## src/rtl/mem_port_arbiter_pkg.sv

```systemverilog
// Shared constants and types for the unified memory port arbiter.
package mem_port_arbiter_pkg;

    // Canonical RISC-V NOP (addi x0, x0, 0) injected into IF/ID during stolen cycles
    localparam logic [31:0] NOP_INST = 32'h00000013;

    // FETCH owns the port; DATA_DONE is the fetch cycle that follows a stolen one
    typedef enum logic {
        ST_FETCH     = 1'b0,
        ST_DATA_DONE = 1'b1
    } state_t;

endpackage

```

## src/rtl/mem_port_arbiter_if.sv

```systemverilog
// Bus bundle between the pipeline, the arbiter and the single-ported memory.
interface mem_port_arbiter_if #(
    parameter int unsigned ADDR_W = 32,
    parameter int unsigned DATA_W = 32,
    parameter int unsigned CNT_W  = 16
);
    logic [ADDR_W-1:0] if_addr;
    logic              ls_req;
    logic              ls_we;
    logic [ADDR_W-1:0] ls_addr;
    logic [DATA_W-1:0] ls_wdata;
    logic [ADDR_W-1:0] mem_addr;
    logic              mem_we;
    logic [DATA_W-1:0] mem_wdata;
    logic [DATA_W-1:0] mem_rdata;
    logic [DATA_W-1:0] inst;
    logic [DATA_W-1:0] ls_rdata;
    logic              pipe_load;
    logic [CNT_W-1:0]  stall_cnt;

    // Arbiter side
    modport slave (
        input  if_addr, ls_req, ls_we, ls_addr, ls_wdata, mem_rdata,
        output mem_addr, mem_we, mem_wdata, inst, ls_rdata, pipe_load, stall_cnt
    );

    // Pipeline/memory side
    modport master (
        output if_addr, ls_req, ls_we, ls_addr, ls_wdata, mem_rdata,
        input  mem_addr, mem_we, mem_wdata, inst, ls_rdata, pipe_load, stall_cnt
    );
endinterface

```

## src/rtl/mem_port_arbiter_register.sv

```systemverilog
// Generic N-bit load-enabled register with asynchronous active-high clear.
module Register #(
    parameter int unsigned N = 32
) (
    input  logic         clk,
    input  logic         reset,
    input  logic         load,
    input  logic [N-1:0] d,
    output logic [N-1:0] q
);

    // Capture d when load is set; clear immediately on reset
    always_ff @(posedge clk or posedge reset) begin
        if (reset) begin
            q <= '0;
        end else if (load) begin
            q <= d;
        end
    end

endmodule

```

## src/rtl/mem_port_arbiter.sv

```systemverilog
// Arbitrates the unified instruction/data memory port: fetch by default,
// a load/store steals exactly one cycle while the whole pipeline is frozen.
module mem_port_arbiter
    import mem_port_arbiter_pkg::*;
#(
    parameter int unsigned ADDR_W = 32,
    parameter int unsigned DATA_W = 32,
    parameter int unsigned CNT_W  = 16
) (
    input  logic              clk,
    input  logic              reset,
    mem_port_arbiter_if.slave bus
);

    localparam logic [DATA_W-1:0] NOP_W = DATA_W'(NOP_INST);

    state_t           state_q;
    logic [CNT_W-1:0] stall_cnt_q;
    logic [DATA_W-1:0] rdata_q;
    logic             data_cycle;
    logic             rdata_load;
    logic             rdata_clr;

    // A request is served only from FETCH; in DATA_DONE ls_req still shows the served op
    assign data_cycle = reset && (state_q == ST_FETCH) && bus.ls_req;
    assign rdata_load = data_cycle && !bus.ls_we;
    assign rdata_clr  = ~reset;

    // Port steering and pipeline freeze, forced safe while reset is asserted
    assign bus.mem_addr  = data_cycle ? bus.ls_addr : bus.if_addr;
    assign bus.mem_we    = data_cycle && bus.ls_we;
    assign bus.mem_wdata = bus.ls_wdata;
    assign bus.inst      = (reset && !data_cycle) ? bus.mem_rdata : NOP_W;
    assign bus.pipe_load = reset && !data_cycle;
    assign bus.ls_rdata  = rdata_q;
    assign bus.stall_cnt = stall_cnt_q;

    // Two-state sequencer with saturating stolen-cycle counter
    always_ff @(posedge clk or negedge reset) begin
        if (!reset) begin
            state_q     <= ST_FETCH;
            stall_cnt_q <= '0;
        end else begin
            case (state_q)
                ST_FETCH: begin
                    if (bus.ls_req) begin
                        state_q <= ST_DATA_DONE;
                        if (stall_cnt_q != '1) begin
                            stall_cnt_q <= stall_cnt_q + CNT_W'(1);
                        end
                    end
                end
                ST_DATA_DONE: begin
                    state_q <= ST_FETCH;
                end
                default: begin
                    state_q <= ST_FETCH;
                end
            endcase
        end
    end

    Register #(
        .N(DATA_W)
    ) u_ls_rdata (
        .clk  (clk),
        .reset(rdata_clr),
        .load (rdata_load),
        .d    (bus.mem_rdata),
        .q    (rdata_q)
    );

endmodule

```

## src/flat_wrapper.sv

```systemverilog
// flat-port wrapper written by rule: the top's interface ports become plain ports
module mem_port_arbiter_flat import mem_port_arbiter_pkg::*;
#(
    parameter int unsigned ADDR_W = 32,
    parameter int unsigned DATA_W = 32,
    parameter int unsigned CNT_W  = 16
)
  (clk, reset, bus_if_addr, bus_ls_req, bus_ls_we, bus_ls_addr, bus_ls_wdata, bus_mem_rdata, bus_mem_addr, bus_mem_we, bus_mem_wdata, bus_inst, bus_ls_rdata, bus_pipe_load, bus_stall_cnt);
  mem_port_arbiter_if #(.ADDR_W(ADDR_W), .DATA_W(DATA_W), .CNT_W(CNT_W)) bus_i ();
  input  logic clk;
  input  logic reset;
  input wire logic [$bits(bus_i.if_addr)-1:0] bus_if_addr;
  input wire logic [$bits(bus_i.ls_req)-1:0] bus_ls_req;
  input wire logic [$bits(bus_i.ls_we)-1:0] bus_ls_we;
  input wire logic [$bits(bus_i.ls_addr)-1:0] bus_ls_addr;
  input wire logic [$bits(bus_i.ls_wdata)-1:0] bus_ls_wdata;
  input wire logic [$bits(bus_i.mem_rdata)-1:0] bus_mem_rdata;
  output wire logic [$bits(bus_i.mem_addr)-1:0] bus_mem_addr;
  output wire logic [$bits(bus_i.mem_we)-1:0] bus_mem_we;
  output wire logic [$bits(bus_i.mem_wdata)-1:0] bus_mem_wdata;
  output wire logic [$bits(bus_i.inst)-1:0] bus_inst;
  output wire logic [$bits(bus_i.ls_rdata)-1:0] bus_ls_rdata;
  output wire logic [$bits(bus_i.pipe_load)-1:0] bus_pipe_load;
  output wire logic [$bits(bus_i.stall_cnt)-1:0] bus_stall_cnt;
  assign bus_i.if_addr = bus_if_addr;
  assign bus_i.ls_req = bus_ls_req;
  assign bus_i.ls_we = bus_ls_we;
  assign bus_i.ls_addr = bus_ls_addr;
  assign bus_i.ls_wdata = bus_ls_wdata;
  assign bus_i.mem_rdata = bus_mem_rdata;
  assign bus_mem_addr = bus_i.mem_addr;
  assign bus_mem_we = bus_i.mem_we;
  assign bus_mem_wdata = bus_i.mem_wdata;
  assign bus_inst = bus_i.inst;
  assign bus_ls_rdata = bus_i.ls_rdata;
  assign bus_pipe_load = bus_i.pipe_load;
  assign bus_stall_cnt = bus_i.stall_cnt;
  mem_port_arbiter #(.ADDR_W(ADDR_W), .DATA_W(DATA_W), .CNT_W(CNT_W)) u_core (.clk(clk), .reset(reset), .bus(bus_i));
endmodule
```

## config.mk

```make
export PLATFORM = sky130hd
export DESIGN_NAME = mem_port_arbiter_flat
export DESIGN_NICKNAME = d
export VERILOG_FILES = /design/src/rtl/mem_port_arbiter_pkg.sv /design/src/rtl/mem_port_arbiter_if.sv /design/src/rtl/mem_port_arbiter_register.sv /design/src/rtl/mem_port_arbiter.sv /design/src/flat_wrapper.sv
export SDC_FILE = /design/constraint.sdc
export NUM_CORES = 1
export LEC_CHECK = 0
export BUFFER_PORTS_ARGS = -buffer_cell sky130_fd_sc_hd__buf_2
export CAP_MARGIN = 10
export CORE_AREA = 3 3 108 110
export CTS_CLUSTER_DIAMETER = 80
export DETAILED_ROUTE_END_ITERATION = 12
export DIE_AREA = 0 0 111 113
export PLACE_DENSITY = 0.65
export SLEW_MARGIN = 10
export SYNTH_ARGS = -nofsm -noshare
export SYNTH_HDL_FRONTEND = slang
export SYNTH_HIERARCHICAL = 1
export SYNTH_SLANG_ARGS = --single-unit
```

## constraint.sdc

```tcl
create_clock -name clk -period 1.75 [get_ports clk]
set_input_delay 0.175 -clock clk [delete_from_list [all_inputs] [get_ports clk]]
set_output_delay 0.175 -clock clk [all_outputs]
set_load 0.1 [all_outputs]
```

==> impl_metrics.toml <==
[status]
outcome = "finished with violations"
violations = "setup timing"

[timing]
final-hold-violation-count = 0
period_needed_ps = 1780
whs_ps = 109
worst_slew_pin_slew_ps = 503
skew_ps = 13.7
setup_tns_ps = -390
worst_slack_ps = -27.1
slew_headroom_pct = 66.7
period_share_pct = 102
rsz0062_at_grt = "yes"
fmax_mhz = 563
final-setup-viol-count = 33
slew_viol_final = 0

[worst_setup_path]
r2r_cells = 5
path_max_fanout = 16
crit_required_ps = 1570
timing.rr.start = "u_core/bus.stall_cnt[1]$_DFFE_PN0P_"
reg2reg_setup_slack_ps = -10
reg2reg_to = "u_core/bus.stall_cnt[1]$_DFFE_PN0P_"
cp-startpoint = "u_core/state_q$_DFF_PN0_"
critPathCaptureType = "output port"
crit_type = "flop to output port"
arrival_ps = 1600
critPathLaunchType = "flop"

[synthesis]
ys_dominant_reg_cell = "dfrtp_1"
synth_adder_area_share_pct = 0.412
synth_area_leaders = "dfrtp_1, mux2_4, mux2_2"
yosysSeqAreaShare_pct = 40.4
async_reset_ff_share_pct = 100
syn_inst = 252
synth_edf_count = 0
synth-compound-area-share_pct = 1.24
synth_xor_area_share_pct = 3.17
ys.warnings.count = 6
yosysTopAreaCellShare_pct = 40.4
ys_top_cells_by_count = "dfrtp_1, buf_4, and2_1, mux2_4, mux2_2"
synth_top_area_cell = "dfrtp_1"
netlist_area_sq_mm = 0.00304
synth.avg_cell_area_sq_um = 12.1
synth-simple-area-share_pct = 14.6
synth_top_family_by_area = "multiplexers"
ys_ff_latch = 49
synth_mux_area_share_pct = 28.5
yosysUniqueCellTypes = 35
synth_nets = 385
yosysMostFrequentCell = "dfrtp_1"

[route]
first_pass_iters = 4
drtIter0Drc = 60
vias = 2630
wirelength_um = 10800
avgRoutedWirePerCell_um = 18.2
via_per_inst = 4.42
drc = 0
postRouteAntennaNets = 0

[cells_and_area]
layoutNonFillerInstCount = 595
stdcell_area_sq_mm = 0.00558
fin_util_pct = 51.7
area_growth_syn_to_layout_pct = 83.8
drive_gt1_share_pct = 82.6
fin_nets = 587
num-fill-cells = 893
num_antenna_cells = 0

[die]
dieArea_sq_mm = 0.0125
die_h_um = 113
io_pins = 278
initial_utilization_pct = 28.1
core_sq_mm = 0.0108
rows = 38
fp.dieW_um = 111

[power_and_ir_drop]
swShare_pct = 54.2
p_int_mw = 3.16
p_per_area_mw_per_mm2 = 1230
seqPwrFrac_pct = 23.3
power_frac_clock_pct = 14.0
p_comb_share_pct = 62.7
leakage_nw = 2.70
switchingPower_mw = 3.73
ir_drop_v = 0.000802

[placed_design]
io_buffers = 213
placed_area_sq_mm = 0.00517
dpl.hpwl_um = 8840
place_inst = 575
gp_congestion = 0.819

[clock_network]
cts.sinks = 49
clk_pin_slew_worst_paths_ps = 100
clock-root-buffer = "clkbuf_8"
cts.htree.levels = 2
cts_buffers = 5
cts_tree = "done"
clk_latency_ps = 300
clockBufferDepth = 2

[global_route]
antenna_found_initial = 0
grt_max_degree = 19
grt_pass1_vias = 2782
grt_usage_pct = 16.0
grt_remaining_overflow = 0
grt_pass1_wl_um = 16000

[job]
cap_violations = 0

[hold_path]
hp-class = "primary input to asynchronous set/reset pin"
layer usage:
metal	track usage, %	vias to the layer above	routed length, um
met2	32.5	156	6220
met3	4.17	2	836
met5	0	-	0
met1	16.4	1236	3730
met4	2.96	0	47
li1	-	1236	-
critical path, cell delays in order (launching register included):
cell and delay (ps):
dfrtp_1 400, nor2b_4 150, nand2_4 100, buf_16 170
mux2_4 320, buf_12 170
final cells by class:
class	count	area, sq um	area share, %
Clock buffer	5	68.8	1.23
Clock inverter	3	68.8	1.23
Inverter	3	11.3	0.202
Multi-Input combinational cell	157	1660	29.8
Sequential cell	49	1280	22.9
Tap cell	140	175	3.14
Timing Repair Buffer	238	2310	41.5
cell usage in the layout, fill, tap and decap left out, types with 2 or more instances in the layout:
cell type    n
mux2_2      34
nand2_4      2
dfrtp_2      2
buf_2      147
nor2_4       2
clkbuf_8     5
nor3_1       6
a21oi_1      3
inv_1        3
nor2_1       4
dfrtp_1     33
buf_6        4
buf_12      68
xnor2_1      3
or3_4        3
bufinv_16    2
nand2_1      4
and2_4      29
or2_1        2
nand3_1      3
buf_4       16
mux2_4      32
dfrtp_4     14
xor2_1       8
nand4_2      2
kinds of logic (layout without fill, tap and decap cells):
group                    Yosys count  count (layout)
AO/OA/AOI/OAI                      6               6
multiplexers                      67              67
AND/OR/NAND/NOR                   72              72
XOR/XNOR                          11              11
flip-flops                        49              49
buffers and inverters             46             249
adder cells (fa/ha/maj)            1               1
worst max path at each step:
stage	end	slack [ps]
detailed placement	u_core/bus.stall_cnt[1]$_DFFE_PN0P_	60
global placement	u_core/bus.stall_cnt[1]$_DFFE_PN0P_	90
global route	bus_mem_addr[12]	-90
CTS	bus_mem_addr[12]	-70
finish	bus_mem_addr[12]	-30
floorplan	u_core/bus.stall_cnt[1]$_DFFE_PN0P_	-140
flip-flops by register name (all words and copies together) (netlist names):
name	count
u_core/u_ls_rdata/q	32
u_core/state_q	1
u_core/bus.stall_cnt	16
repair_timing:
action,CTS,global route
resized for setup,18,31
hold endpoints to repair,17,0
gates cloned,2,0
hold buffers,1,0
endpoints found under the setup margin,61,86
setup buffers,4,6
pin swaps,2,9
stage by stage:
step	worst slack [ps]	power (mW)
after floorplan	-142	5.07
after global placement	86.7	5.74
after detailed placement	64.4	5.78
after CTS	-70.8	6.81
after global routing	-92.2	7.09
final	-27.1	6.88
power by group through the flow:
stage               Combinational, mW  Clock, mW  Sequential [mW]
floorplan                        1.66          0             3.41
global placement                 4.12          0             1.62
detailed placement               4.14          0             1.64
CTS                              4.20      0.990             1.62
global route                     4.43       1.03             1.63
finish                           4.32      0.966             1.60
No activity file was read; power rests on OpenSTA's default activity.
